### config.mk
export PLATFORM = sky130hd
export DESIGN_NAME = cfg_loader
export DESIGN_NICKNAME = d
export VERILOG_FILES = /design/src/rtl/cfg_loader_pkg.sv /design/src/rtl/cfg_loader_fifo.sv /design/src/rtl/cfg_loader.sv
export SDC_FILE = /design/constraint.sdc
export NUM_CORES = 1
export LEC_CHECK = 0
export CAP_MARGIN = 10
export CORE_ASPECT_RATIO = 0.5
export CORE_UTILIZATION = 50
export DETAILED_ROUTE_END_ITERATION = 8
export GPL_ROUTABILITY_DRIVEN = 0
export GPL_TIMING_DRIVEN = 0
export PLACE_DENSITY = 0.73
export SLEW_MARGIN = 20
export SYNTH_ARGS = -nofsm -noshare
export SYNTH_HDL_FRONTEND = slang
export SYNTH_SLANG_ARGS = --single-unit
### constraint.sdc
create_clock -name clk -period 4.4 [get_ports clk]
set_input_delay 0.88 -clock clk [delete_from_list [all_inputs] [get_ports clk]]
set_output_delay 0.88 -clock clk [all_outputs]
set_load 0.005 [all_outputs]
### src/rtl/cfg_loader_pkg.sv
// Shared types for the configuration loader: controller state encoding.
package cfg_loader_pkg;

    typedef enum logic [1:0] {
        StIdle = 2'd0,
        StSend = 2'd1,
        StDone = 2'd2,
        StErr  = 2'd3
    } cl_state_e;

    // Value driven on the chain to announce the start of a frame.
    function automatic logic [31:0] start_marker();
        return 32'd1;
    endfunction

endpackage

### src/rtl/cfg_loader_fifo.sv
// Synchronous frame buffer with registered full/empty flags; push and pop may share a cycle.
module cfg_fifo #(
    parameter int unsigned WIDTH = 5,
    parameter int unsigned DEPTH = 64
) (
    input  logic             clk,
    input  logic             rst,
    input  logic             push,
    input  logic [WIDTH-1:0] wdata,
    input  logic             pop,
    output logic [WIDTH-1:0] rdata,
    output logic             full,
    output logic             empty
);

    localparam int unsigned AW = (DEPTH > 1) ? $clog2(DEPTH) : 1;
    localparam int unsigned CW = $clog2(DEPTH + 1);

    logic [WIDTH-1:0] mem_q [DEPTH];
    logic [AW-1:0]    wr_ptr_q, rd_ptr_q;
    logic [CW-1:0]    count_q, count_d;
    logic             full_q, empty_q;
    logic             do_push, do_pop;

    // A slot freed by a same-cycle pop is not reusable until the count register updates.
    assign do_push = push && !full_q;
    assign do_pop  = pop && !empty_q;

    always_comb begin
        count_d = count_q;
        if (do_push && !do_pop) begin
            count_d = count_q + 1'b1;
        end else if (!do_push && do_pop) begin
            count_d = count_q - 1'b1;
        end
    end

    always_ff @(posedge clk) begin
        if (rst) begin
            wr_ptr_q <= '0;
            rd_ptr_q <= '0;
            count_q  <= '0;
            full_q   <= 1'b0;
            empty_q  <= 1'b1;
        end else begin
            if (do_push) begin
                wr_ptr_q <= wr_ptr_q + 1'b1;
            end
            if (do_pop) begin
                rd_ptr_q <= rd_ptr_q + 1'b1;
            end
            count_q <= count_d;
            full_q  <= (count_d == CW'(DEPTH));
            empty_q <= (count_d == '0);
        end
    end

    always_ff @(posedge clk) begin
        if (do_push) begin
            mem_q[wr_ptr_q] <= wdata;
        end
    end

    assign rdata = mem_q[rd_ptr_q];
    assign full  = full_q;
    assign empty = empty_q;

endmodule

### src/rtl/cfg_loader.sv
// Buffers whole host frames, then streams marker plus frame gap-free into the fabric config chain.
module cfg_loader
    import cfg_loader_pkg::*;
#(
    parameter int unsigned CFG_W    = 4,
    parameter int unsigned FIFO_D   = 64,
    parameter int unsigned N_FRAMES = 16,
    parameter int unsigned CNT_W    = $clog2(N_FRAMES + 1)
) (
    input  logic             clk,
    input  logic             rst,
    input  logic [CFG_W-1:0] in_data,
    input  logic             in_last,
    input  logic             in_valid,
    output logic             in_ready,
    output logic [CFG_W-1:0] cfg_o,
    output logic             busy,
    output logic             done,
    output logic             err,
    output logic [CNT_W-1:0] frames_sent
);

    localparam int unsigned     BUF_W    = $clog2(FIFO_D + 1);
    localparam logic [CNT_W-1:0] NFrames  = CNT_W'(N_FRAMES);
    localparam logic [CNT_W-1:0] LastIdx  = CNT_W'(N_FRAMES - 1);

    cl_state_e        state_q, state_d;
    logic [CFG_W-1:0] cfg_q, cfg_d;
    logic             marker_q, marker_d;
    logic             was_send_q;
    logic [BUF_W-1:0] frames_buf_q, frames_buf_d;
    logic [CNT_W-1:0] frames_sent_q, frames_sent_d;
    logic [CNT_W-1:0] frames_in_q, frames_in_d;

    logic             push, pop, pop_last, push_last;
    logic             fifo_full, fifo_empty;
    logic [CFG_W:0]   fifo_rdata;

    assign in_ready = !rst && (state_q == StIdle || state_q == StSend) && !fifo_full
                      && (frames_in_q < NFrames);
    assign push      = in_valid && in_ready;
    assign push_last = push && in_last;
    assign pop_last  = pop && fifo_rdata[CFG_W];

    cfg_fifo #(
        .WIDTH (CFG_W + 1),
        .DEPTH (FIFO_D)
    ) u_fifo (
        .clk   (clk),
        .rst   (rst),
        .push  (push),
        .wdata ({in_last, in_data}),
        .pop   (pop),
        .rdata (fifo_rdata),
        .full  (fifo_full),
        .empty (fifo_empty)
    );

    always_comb begin
        state_d  = state_q;
        cfg_d    = '0;
        marker_d = 1'b0;
        pop      = 1'b0;
        unique case (state_q)
            StIdle: begin
                if (fifo_full && frames_buf_q == '0) begin
                    state_d = StErr;
                end else if (frames_buf_q != '0 && !was_send_q) begin
                    // One quiet cycle separates the last word of a frame from the next marker.
                    cfg_d    = CFG_W'(start_marker());
                    marker_d = 1'b1;
                    state_d  = StSend;
                end
            end
            StSend: begin
                pop   = 1'b1;
                cfg_d = fifo_rdata[CFG_W-1:0];
                if (fifo_rdata[CFG_W]) begin
                    state_d = (frames_sent_q == LastIdx) ? StDone : StIdle;
                end
            end
            StDone, StErr: begin
                state_d = state_q;
            end
            default: begin
                state_d = StIdle;
            end
        endcase
    end

    always_comb begin
        frames_buf_d = frames_buf_q;
        if (push_last && !pop_last) begin
            frames_buf_d = frames_buf_q + 1'b1;
        end else if (!push_last && pop_last) begin
            frames_buf_d = frames_buf_q - 1'b1;
        end

        frames_sent_d = frames_sent_q;
        if (pop_last && frames_sent_q < NFrames) begin
            frames_sent_d = frames_sent_q + 1'b1;
        end

        frames_in_d = frames_in_q;
        if (push_last) begin
            frames_in_d = frames_in_q + 1'b1;
        end
    end

    always_ff @(posedge clk) begin
        if (rst) begin
            state_q       <= StIdle;
            cfg_q         <= '0;
            marker_q      <= 1'b0;
            was_send_q    <= 1'b0;
            frames_buf_q  <= '0;
            frames_sent_q <= '0;
            frames_in_q   <= '0;
        end else begin
            state_q       <= state_d;
            cfg_q         <= cfg_d;
            marker_q      <= marker_d;
            was_send_q    <= (state_q == StSend);
            frames_buf_q  <= frames_buf_d;
            frames_sent_q <= frames_sent_d;
            frames_in_q   <= frames_in_d;
        end
    end

    // The whole frame is buffered before its marker, so SEND never finds the buffer empty.
    always_ff @(posedge clk) begin
        if (!rst && state_q == StSend) begin
            assert (!fifo_empty);
        end
    end

    assign cfg_o       = cfg_q;
    assign busy        = (state_q == StSend) || marker_q;
    assign done        = (state_q == StDone);
    assign err         = (state_q == StErr);
    assign frames_sent = frames_sent_q;

endmodule

### After elaboration in Yosys (flattened, before gate mapping)

Memory sizes are Yosys's and may differ from the RTL's. A register that Yosys moved wholly into a read port is not among the register bits.
Index checks and enable logic that the tools add are counted.

* flip-flop bits (word level): 46
* bits in writable memories: 320
* output and inout port bits: 13
* logic and storage cells: 83
* memories: 1

Memories
* u_fifo.mem_q: depth 64, width 5, read ports 1, clocked after Yosys merged registers in 1, write ports 1, line cfg_loader_fifo.sv:19 `logic [WIDTH-1:0] mem_q [DEPTH];`

* add/subtract/negate cells: 8
* order comparisons: 2
* equality and inequality tests: 7
* mux-type cells: 18
* bitwise gates (word level): 2
* reduce and logical (&&, ||, !) cells: 33

Operator list (number)
* two-way mux 7 bit: 4
* logical AND 1 bit: 15
* adder 7 x 1 -> 7 bit (second input constant): 2
* logical NOT 7 bit: 2
* subtractor 7 x 1 -> 7 bit (second input constant): 2
* adder 6 x 1 -> 6 bit (second input constant): 2
* two-way mux 6 bit: 2
* adder 5 x 1 -> 5 bit (second input constant): 2
* < comparator 5 bit (second input constant): 2
* logical NOT 1 bit: 8
* two-way mux 2 bit: 4
* one-hot mux 4 bit (2 select lines): 1
* == test 7 bit (second input constant): 1
* nonzero test 7 bit: 1
* two-way mux 1 bit: 6
* == test 5 x 4 -> 1 bit (second input constant): 1
* == test 2 bit (second input constant): 2
* one-hot mux 2 bit (2 select lines): 1
* inequality test 3 x 1 -> 1 bit (second input constant): 1
* AND reduction 3 bit: 1
* OR reduction 3 bit: 1
* == test 2 x 1 -> 1 bit (second input constant): 1
* logical NOT 2 bit: 1
* logical OR 1 bit: 2
* 4 further kinds: 5

### Longest topological paths before layout

Gate-level depths: netlist (run 1).

* depth in word-level cells: 12
* gate-level depth with buffers: 19

### By module

A second synthesis (run 1) with hierarchy kept.

* cells, all modules: 911
* area, all modules: 15372.2 µm²

Modules (own cells, without submodules)
* cfg_fifo: instances 1, cells each 766, area each 14052.2 µm², seq. area each 10149.7 µm²
* cfg_loader: instances 1, cells each 145, area each 1320.0 µm², seq. area each 500.5 µm²

### Worst setup path before layout (run 1)

OpenSTA, ideal clock, no wires.

* path kind: input port to flip-flop
* start point: input rst
* end point: register frames_buf_q[6]
* library setup time: 0.070 ns
* arrival time: 3.923 ns
* required time: 4.330 ns
* setup slack: 0.406 ns
* stages on the path: 16
* path buffers: 3
* cell sequence: buf_2 -> or4_1 -> buf_2 -> inv_2 -> and3_1 -> clkbuf_1 -> ha_1 -> inv_1 -> fa_1 -> a21o_1 -> a21oi_1 -> o21bai_1 -> a21oi_1 -> xnor2_1 -> or3_1 -> a21oi_1

* cells in the longest elaborated chain, start to end: 9
* elaborated cells on any way between the ends: 11

Ends and longest elaborated chain
* start: declaration: line cfg_loader.sv:11 `input logic rst,`
* logical NOT 1 bit *
* logical AND 1 bit * (2 in a row): line cfg_loader.sv:39 `assign in_ready = !rst && (state_q == StIdle || state_q == StSend) && !fifo_full`
* logical AND 1 bit *: line cfg_loader.sv:40 `&& (frames_in_q < NFrames);`
* named net in_ready: line cfg_loader.sv:15 `output logic in_ready,`
* logical AND 1 bit *: line cfg_loader.sv:41 `assign push = in_valid && in_ready;`
* logical AND 1 bit *: line cfg_loader.sv:42 `assign push_last = push && in_last;`
* named net push_last: line cfg_loader.sv:35 `logic push, pop, pop_last, push_last;`
* logical NOT 1 bit: line cfg_loader.sv:95 `end else if (!push_last && pop_last) begin`
* logical AND 1 bit: line cfg_loader.sv:95
* nonzero test 2 bit (no source line)
* end signal: assignment: line cfg_loader.sv:124 `frames_buf_q <= frames_buf_d;`
* end: declaration: line cfg_loader.sv:31 `logic [BUF_W-1:0] frames_buf_q, frames_buf_d;`

The timed path passes the listed nets; every way through them passes the cells marked *.
A chain may end at the register's enable or synchronous reset.

==> summary.txt, run 1 <==
Route
  • Number of detailed-routing iterations run before antenna repair: 5
  • Routed via count: just under 8k
  • Post-route ant nets: 0
  • Count of routing violations after the opening detailed-route iteration: between 900 and 1k
  • Number of remaining DRC errors: 0
  • Wire length per cell after detailed routing: between 20 and 25 um
  • Routed via count divided by cell count: 6.01
  • Total wire length after detailed routing: around 32000 um

Power and ir drop
  • Tot Pwr: ~8200 uW
  • Max VDD drop: ~280 uV
  • Switching part of the total power: between 20% and 30%
  • Part of the total power dissipated in combinational logic: around 15%
  • Seq pwr share: just under 50%
  • Int Power: about 6000 uW
  • Cell area power density: around 480 mW/mm^2
  • Relative contribution of the clock network to total power: 36.6%
  • LEAKAGE: 0.00526 uW
  • Net switching power: a little under 2000 uW

Yosys
  • Synthesized net count: between 800 and 900
  • Count of cell types in the netlist: 57
  • Register bit count reported by yosys: roughly 370
  • Top-area cell type share of the netlist area: between 60 and 70%
  • Main synth FF type: sky130_fd_sc_hd__edfxtp_1
  • Post-synthesis instance total: 827
  • Top post-synthesis cells by count: sky130_fd_sc_hd__edfxtp_1 (320), sky130_fd_sc_hd__nor2_1 (108), sky130_fd_sc_hd__mux4_2 (94), sky130_fd_sc_hd__dfxtp_1 (52), sky130_fd_sc_hd__nand2_1 (22)
  • Sequential area share after synthesis: 71.4%
  • Number of warnings printed during yosys synthesis: 0
  • EDFF count, synth: 320
  • Cell area after synthesis: 0.0149 mm^2
  • Library cell with the largest summed area after synthesis: sky130_fd_sc_hd__edfxtp_1
  • Mean instance size in the synthesized netlist: between 15 and 20 um^2
  • Largest cells by area after synthesis: sky130_fd_sc_hd__edfxtp_1 (64%), sky130_fd_sc_hd__mux4_2 (14%), sky130_fd_sc_hd__dfxtp_1 (7.0%)
  • Most common cell in the netlist: sky130_fd_sc_hd__edfxtp_1
  • Asr flop ratio synth: 0%

Global routing
  • Overflow left after global routing: 0
  • Global-route wire length before repair: roughly 48000 um
  • Global-route usage over all layers: a little over a fifth
  • Global Route met1 Usage: ~31%
  • Antenna violations before repair: 0
  • Met3 Track Usage GR: approximately 4.7%
  • Number of global-route vias before repair: a little under 8k
  • Most congested layer reported by global routing: met2
  • Largest net degree at the start of global routing: 45
  • Met2 track demand over resource in global routing: between 30% and 40%

Setup path
  • Startpoint class of the critical path: flip-flop
  • Crit path depth: 17
  • Worst setup path category: flip-flop to flip-flop
  • Family with the most delay on the worst path: compound AO/OA/AOI/OAI gates
  • Data arrival time of the worst path: 4.64 ns
  • Largest incremental delay on the critical path: about 0.53 ns
  • Critical Path, Cell by Cell: buf_12 -> mux4_2 -> mux2_2 -> a221o_1 -> nand4_1 -> a21oi_2 -> inv_1 -> ha_1 -> inv_1 -> fa_1 -> a21o_1 -> a21oi_2 -> o21bai_1 -> a21oi_1 -> xnor2_1 -> or3_1 -> a21oi_1
  • Setup crit end kind: flip-flop
  • Worst Path Buf+Inv: 3
  • Register-to-Register Path Depth: 17
  • Critical-path top delay cell: sky130_fd_sc_hd__mux4_2
  • Reg2Reg Setup Slack: 0.22 ns
  • Crit Path Max Fanout: 10
  • Req. time, crit path: a little under 5 ns

Layout
  • Count of fill cells added during filler insertion: 2109
  • Number of antenna repair diodes: 0
  • Net total in the final layout: ~910
  • Share of final-layout standard cells stronger than drive strength 1: slightly above 20%
  • Final standard cell area without fillers: approximately 0.017 mm^2
  • Layout Area Growth over Synthesis: 12.9%
  • Non-filler instance count after layout: 1306

STA
  • Setup Skew: roughly 0.025 ns
  • Least-Margin Pin Slew: between 1 and 1.5 ns
  • Worst setup slack after layout: ~0.22 ns
  • Max-slew violation total from the final report: 0
  • Worst slew margin relative to its limit: around 31%
  • Setup tns final: 0 ns
  • Final Hold Viols: 0
  • Highest achievable clock rate: about 240 MHz
  • Tcrit/Tclk final: 94.9%
  • Final count of negative-setup-slack endpoints: 0
  • Final min period: around 4.2 ns

Floorplanning
  • Number of primary I/O pins: 21
  • Number of rows in the core area: 44
  • Area of the die: 0.0306 mm^2
  • Floorplan die width: around 250 um
  • Initial core utilization: 51.1%
  • Vertical die dimension: 124 um
  • Area of the core region: a little under 0.03 mm^2

Placement
  • Port bufs: 19
  • Placed cells: around 1.2k
  • Pre-CTS setup slack: -0.198 ns
  • DP Wirelength: 21600 um
  • Instance area at placement: around 0.016 mm^2

Clocking
  • Htree depth: 2
  • Insertion delay to the later sink of the worst-skew pair: approximately 0.54 ns
  • TritonCTS clock tree: built
  • Clock Path Buffers: 3
  • Number of sinks driven by the clock tree: between 300 and 400
  • Cell at the root of the clock tree: sky130_fd_sc_hd__clkbuf_16
  • CTS Hold Bufs: 0
  • TritonCTS Buffers: 35
  • Clock-pin slew of the registers on the worst-case setup and hold paths: 0.06 ns

Hold path
  • Class of the tightest hold or removal check: flip-flop to flip-flop
  • Cell count of the worst hold path: 2

Run status
  • Outcome: completed

Flow run
  • Number of maximum-capacitance violations: 0
[timing repair]
action / in CTS / in global routing
setup buffers: 1 / 0
gates resized for setup: 3 / 7
endpoints found under the setup margin: 1 / 1
hold endpoints to repair: 0 / 0
[tightest hold or removal path, delay by kind of cell (launching register included)]
kind	cells	cell delay (ns)
compound gates	2	0.13
flops	1	0.31
[placed cells by master, fill, tap and decap left out, types with 6 or more instances in the layout]
cell type and n:
sky130_fd_sc_hd__nand3b_1 7, sky130_fd_sc_hd__nor2b_1 6, sky130_fd_sc_hd__buf_4 6, sky130_fd_sc_hd__nor2_1 108, sky130_fd_sc_hd__edfxtp_1 320, sky130_fd_sc_hd__clkdlybuf4s50_1 14
sky130_fd_sc_hd__nand4_1 8, sky130_fd_sc_hd__dfxtp_1 52, sky130_fd_sc_hd__inv_1 11, sky130_fd_sc_hd__xor2_1 10, sky130_fd_sc_hd__clkinv_1 8, sky130_fd_sc_hd__buf_2 15
sky130_fd_sc_hd__clkbuf_1 25, sky130_fd_sc_hd__clkbuf_16 36, sky130_fd_sc_hd__ha_1 13, sky130_fd_sc_hd__nand3_1 7, sky130_fd_sc_hd__mux2i_1 20, sky130_fd_sc_hd__mux4_2 94
sky130_fd_sc_hd__buf_1 8, sky130_fd_sc_hd__a21oi_1 19, sky130_fd_sc_hd__xnor2_1 14, sky130_fd_sc_hd__nand2_1 22, sky130_fd_sc_hd__o21ai_0 7
[layer usage]
metal | share of wire [%] | up-vias
li1 | - | 3396
met5 | 0 | -
met3 | 8.5 | 51
met4 | 1.9 | 0
met2 | 47 | 366
met1 | 42 | 4039
[cells by family (layout without fill, tap and decap cells)]
logic type | after synthesis | after routing | synth area share [%]
AO/OA/AOI/OAI | 50 | 50 | 2.27
XOR/XNOR | 24 | 24 | 1.41
adder cells (fa/ha/maj) | 14 | 14 | 1.22
buffers and inverters | 57 | 145 | 1.74
flip-flops | 372 | 372 | 71.4
multiplexers | 118 | 118 | 15.9
AND/OR/NAND/NOR | 192 | 192 | 6.02
[path summary, 6_finish.rpt]
path,startpoint,endpoint
worst max-delay path,flip-flop,frames_buf_q[6]$_SDFFE_PP0P_
worst min-delay path,frames_buf_q[6]$_SDFFE_PP0P_,frames_buf_q[6]$_SDFFE_PP0P_
worst max register to register,flip-flop,frames_buf_q[6]$_SDFFE_PP0P_
worst min register to register,frames_buf_q[6]$_SDFFE_PP0P_,frames_buf_q[6]$_SDFFE_PP0P_
[through the flow]
| stage | util, % | hold slack, ns |
|---|---|---|
| 3_5_place_dp | 53.8 | 0.476 |
| 2_1_floorplan | - | 0.431 |
| 5_1_grt | 57.7 | 0.522 |
| 3_3_place_gp | 53.5 | 0.471 |
| 6_report | 57.7 | 0.482 |
| 4_1_cts | 57.7 | 0.484 |
[area by class of cell]
| cell class | instances | area (um^2) | area share (%) |
|---|---|---|---|
| Clock inverter | 20 | 185 | 1.10 |
| Timing Repair Buffer | 25 | 288 | 1.71 |
| Buffer | 45 | 236 | 1.40 |
| Tap cell | 391 | 489 | 2.90 |
| Clock buffer | 43 | 937 | 5.56 |
| Sequential cell | 372 | 10700 | 63.2 |
| Inverter | 12 | 45.0 | 0.267 |
| Multi-Input combinational cell | 398 | 4020 | 23.8 |
[power groups by stage]
stage	Combinational (uW)	Sequential, uW	Clock [uW]
2_1_floorplan	845	4030	0
3_3_place_gp	1150	4050	0
3_5_place_dp	1190	4050	0
4_1_cts	1200	3970	3020
5_1_grt	1300	3980	3160
6_report	1210	3970	2990
[sequential cells by signal (all words and copies together), names as in the netlist, named ones only]
signal and cells:
frames_in_q 5, cfg_o 4, u_fifo.count_q 7, marker_q 1, u_fifo.rd_ptr_q 6, state_q 2, frames_buf_q 7, u_fifo.wr_ptr_q 6
u_fifo.full 1, frames_sent 5, u_fifo.empty 1, u_fifo.mem_q 320, was_send_q 1
No activity file was read; power rests on OpenSTA's default activity.
==> run 2, diff against run 1 <==
CTS_CLUSTER_DIAMETER = 60   (was default)
DONT_BUFFER_PORTS = 1   (was default)
PLACE_DENSITY = 0.72   (was 0.73)
==> run 2 against run 1 <==
Compared with the run above: sequential share of layout area increased by 0.57 points; clock-buffer cell count decreased by 4; global-route usage decreased by 0.33 points; clock power increased by 9.4%; highest routed layer unchanged.
==> summary.txt, run 2 (synthesis results as in run 1) <==
Setup path
  • Req. time, crit path: 4.85 ns (was 4.86 ns)
  • Setup crit end kind: flip-flop (unchanged)
  • Worst setup path category: flip-flop to flip-flop (unchanged)
  • Critical-path top delay cell: sky130_fd_sc_hd__mux4_2 (unchanged)
  • Crit path depth: 18 (was 17)
  • Data arrival time of the worst path: 4.64 ns (about the same)
  • Register-to-Register Path Depth: 18 (was 17)
  • Reg2Reg Setup Slack: 0.21 ns (was 0.22 ns)
  • Family with the most delay on the worst path: compound AO/OA/AOI/OAI gates (unchanged)
  • Worst Path Buf+Inv: 4 (was 3)
  • Crit Path Max Fanout: 10 (unchanged)
  • Critical Path, Cell by Cell: buf_8 -> mux4_2 -> mux2_2 -> a221o_1 -> nand4_1 -> buf_4 -> a21oi_4 -> inv_1 -> ha_1 -> inv_1 -> fa_1 -> a21o_1 -> a21oi_2 -> o21bai_1 -> a21oi_1 -> xnor2_1 -> or3_1 -> a21oi_1 (was buf_12 -> mux4_2 -> mux2_2 -> a221o_1 -> nand4_1 -> a21oi_2 -> inv_1 -> ha_1 -> inv_1 -> fa_1 -> a21o_1 -> a21oi_2 -> o21bai_1 -> a21oi_1 -> xnor2_1 -> or3_1 -> a21oi_1)
  • Largest incremental delay on the critical path: 0.55 ns (was 0.53 ns)
  • Setup crit end: frames_buf_q[6]$_SDFFE_PP0P_ (unchanged)
  • Crit Reg-Reg Endpoint: frames_buf_q[6]$_SDFFE_PP0P_ (unchanged)
  • Startpoint class of the critical path: flip-flop (unchanged)

Power and ir drop
  • Switching part of the total power: 23.0% (was 24.3%)
  • LEAKAGE: 0.00520 uW (was 0.00526 uW)
  • Seq pwr share: 47.6% (was 48.7%)
  • Max VDD drop: 418 uV (was 282 uV)
  • Relative contribution of the clock network to total power: 39.2% (was 36.6%)
  • Part of the total power dissipated in combinational logic: 13.3% (was 14.8%)
  • Cell area power density: 500 mW/mm^2 (was 485 mW/mm^2)
  • Int Power: 6430 uW (was 6180 uW)
  • Net switching power: 1920 uW (was 1990 uW)

Floorplanning
  • Initial core utilization: 51.1% (unchanged)
  • Floorplan die width: 246 um (unchanged)
  • Area of the die: 0.0306 mm^2 (unchanged)
  • Vertical die dimension: 124 um (unchanged)
  • Number of primary I/O pins: 21 (unchanged)
  • Number of rows in the core area: 44 (unchanged)
  • Area of the core region: 0.0292 mm^2 (unchanged)

Global routing
  • Met3 Track Usage GR: 5.99% (was 4.65%)
  • Overflow left after global routing: 0 (unchanged)
  • Largest net degree at the start of global routing: 66 (was 45)
  • Global-route wire length before repair: 46700 um (was 47600 um)
  • Most congested layer reported by global routing: met2 (unchanged)
  • Antenna violations before repair: 1 (was 0)
  • Met2 track demand over resource in global routing: 33.5% (was 34.8%)
  • Global-route usage over all layers: 21.5% (was 21.8%)
  • Global Route met1 Usage: 29.7% (was 30.7%)
  • Number of global-route vias before repair: 7412 (was 7688)

Layout
  • Net total in the final layout: 887 (was 911)
  • Finished Core Util: 57.2% (was 57.7%)
  • Register containing the most flip-flops in the final layout: u_fifo.mem_q (unchanged)
  • Layout Area Growth over Synthesis: 11.9% (was 12.9%)
  • Count of fill cells added during filler insertion: 2128 (was 2109)
  • Share of final-layout standard cells stronger than drive strength 1: 20.4% (about the same)
  • Number of antenna repair diodes: 0 (unchanged)
  • Highest-count cells in the layout ignoring fill and taps: sky130_fd_sc_hd__edfxtp_1 (320), sky130_fd_sc_hd__nor2_1 (108), sky130_fd_sc_hd__mux4_2 (94) (unchanged)
  • Biggest regs: u_fifo.mem_q (320), frames_buf_q (7), u_fifo.count_q (7) (unchanged)
  • Flip-flop count of the largest register, all copies and words added: 320 (unchanged)
  • Final standard cell area without fillers: 0.0167 mm^2 (was 0.0168 mm^2)
  • Leading cell type in the layout, fill and taps excluded: sky130_fd_sc_hd__edfxtp_1 (unchanged)

Clocking
  • Number of sinks driven by the clock tree: 372 (unchanged)
  • CTS Hold Bufs: 0 (unchanged)
  • Htree depth: 2 (unchanged)
  • Clock Path Buffers: 3 (unchanged)
  • TritonCTS clock tree: built (unchanged)
  • TritonCTS Buffers: 34 (was 35)
  • Cell at the root of the clock tree: sky130_fd_sc_hd__clkbuf_16 (unchanged)
  • Insertion delay to the later sink of the worst-skew pair: 0.53 ns (was 0.54 ns)
  • Clock-pin slew of the registers on the worst-case setup and hold paths: 0.07 ns (was 0.06 ns)

STA
  • Worst slew margin relative to its limit: 33.3% (was 30.5%)
  • Final Hold Viols: 0 (unchanged)
  • Setup Skew: 0.0133 ns (was 0.0246 ns)
  • Final count of negative-setup-slack endpoints: 0 (unchanged)
  • Least-Margin Pin Slew: 1.00 ns (was 1.04 ns)
  • Highest achievable clock rate: 239 MHz (was 240 MHz)
  • Tcrit/Tclk final: 95.3% (was 94.9%)
  • Unrepaired setup endpoints after global routing: no
  • Worst setup slack after layout: 0.209 ns (was 0.225 ns)
  • Final min period: 4.19 ns (was 4.18 ns)
  • Max-slew violation total from the final report: 0 (unchanged)

Route
  • Routed via count divided by cell count: 5.96 (was 6.01)
  • Wire length per cell after detailed routing: 25.0 um (was 24.7 um)
  • Post-route ant nets: 0 (unchanged)
  • Count of routing violations after the opening detailed-route iteration: 915 (was 904)
  • Total wire length after detailed routing: 32000 um (was 32200 um)
  • Routed via count: 7641 (was 7852)
  • Number of remaining DRC errors: 0 (unchanged)
  • Number of detailed-routing iterations run before antenna repair: 5 (unchanged)

Placement
  • Port bufs: 0 (was 19)
  • Instance area at placement: 0.0154 mm^2 (was 0.0157 mm^2)
  • Pre-CTS setup slack: -0.241 ns (was -0.198 ns)
  • DP Wirelength: 20500 um (was 21600 um)

Run status
  • Outcome: completed (unchanged)

Hold path
  • Class of the tightest hold or removal check: input port to flip-flop (was flip-flop to flip-flop)

Flow run
  • Number of maximum-capacitance violations: 0 (unchanged)
run 2: cell count changes in the layout (fill, tap and decap cells not counted), moves of 2 or more:
cell and delta:
sky130_fd_sc_hd__bufinv_16 +5, sky130_fd_sc_hd__clkinv_1 -2, sky130_fd_sc_hd__clkbuf_1 -4, sky130_fd_sc_hd__buf_12 -4, sky130_fd_sc_hd__buf_16 -2, sky130_fd_sc_hd__clkdlybuf4s50_1 -14
sky130_fd_sc_hd__buf_2 -4
run 2: worst min path at each step:
stage	start	to	slack, ns	cells past startpoint
floorplan	frames_in_q[4]$_SDFFE_PP0P_	frames_in_q[4]$_SDFFE_PP0P_	0.43	2
global placement	frames_in_q[4]$_SDFFE_PP0P_	frames_in_q[4]$_SDFFE_PP0P_	0.47	2
detailed placement	frames_in_q[4]$_SDFFE_PP0P_	frames_in_q[4]$_SDFFE_PP0P_	0.46	2
CTS	in_data[2]	u_fifo.mem_q[20][2]$_DFFE_PP_	0.44	0
global route	in_data[2]	u_fifo.mem_q[24][2]$_DFFE_PP_	0.44	0
finish	in_data[2]	u_fifo.mem_q[20][2]$_DFFE_PP_	0.46	0
run 2: repair_timing:
action / 4_1_cts / 5_1_grt
setup buffers: 0 / 2
endpoints found under the setup margin: 2 / 2
pin swaps: 0 / 0
gates resized for setup: 4 / 5
run 2: final cells by class:
cell class | count | area (um^2) | area share, %
plain buffers | 45 | 229 | 1.37
clock buffers | 39 | 933 | 5.59
clock inverters | 22 | 312 | 1.87
inverters | 12 | 45.0 | 0.270
multi-input cells | 398 | 4020 | 24.1
flip-flops and latches | 372 | 10700 | 63.8
well taps | 391 | 489 | 2.93
repair buffers | 2 | 15.0 | 0.0899
run 2: through the flow:
step,hold slack (ns),power (uW),cells,setup TNS [ns]
after floorplan,0.431,4880,827,0
after global placement,0.471,5120,1218,-0.140
after detailed placement,0.455,5150,1218,-0.275
after CTS,0.438,8370,1279,0
after global routing,0.436,8620,1281,0
final,0.458,8350,1281,0
run 2: power groups by stage:
stage / logic (uW) / clock network (uW) / registers, uW
floorplan: 845 / 0 / 4030
global placement: 1070 / 0 / 4050
detailed placement: 1090 / 0 / 4050
CTS: 1100 / 3300 / 3970
global route: 1200 / 3430 / 3980
finish: 1110 / 3270 / 3970
run 2: worst register-to-register path: stages (launching register included):
cell	delay (ns)
sky130_fd_sc_hd__dfxtp_1	0.41
sky130_fd_sc_hd__buf_8	0.21
sky130_fd_sc_hd__mux4_2	0.56
sky130_fd_sc_hd__mux2_2	0.32
sky130_fd_sc_hd__a221o_1	0.35
sky130_fd_sc_hd__nand4_1	0.08
sky130_fd_sc_hd__buf_4	0.15
sky130_fd_sc_hd__a21oi_4	0.08
sky130_fd_sc_hd__inv_1	0.07
sky130_fd_sc_hd__ha_1	0.17
sky130_fd_sc_hd__inv_1	0.14
sky130_fd_sc_hd__fa_1	0.43
sky130_fd_sc_hd__a21o_1	0.19
sky130_fd_sc_hd__a21oi_2	0.18
sky130_fd_sc_hd__o21bai_1	0.08
sky130_fd_sc_hd__a21oi_1	0.17
sky130_fd_sc_hd__xnor2_1	0.09
sky130_fd_sc_hd__or3_1	0.31
sky130_fd_sc_hd__a21oi_1	0.14
run 2: metal layers:
metal  wire length, um  share of wire, %
met5                 0                 0
met4               722               2.3
met3              3080               9.6
met2             14800                46
met1             13400                42
==> run 3, diff against run 2 <==
GPL_ROUTABILITY_DRIVEN = 1   (was 0)
==> results of run 3 <==
No change in the layout: final DEF, timing and power equal those of run 2.
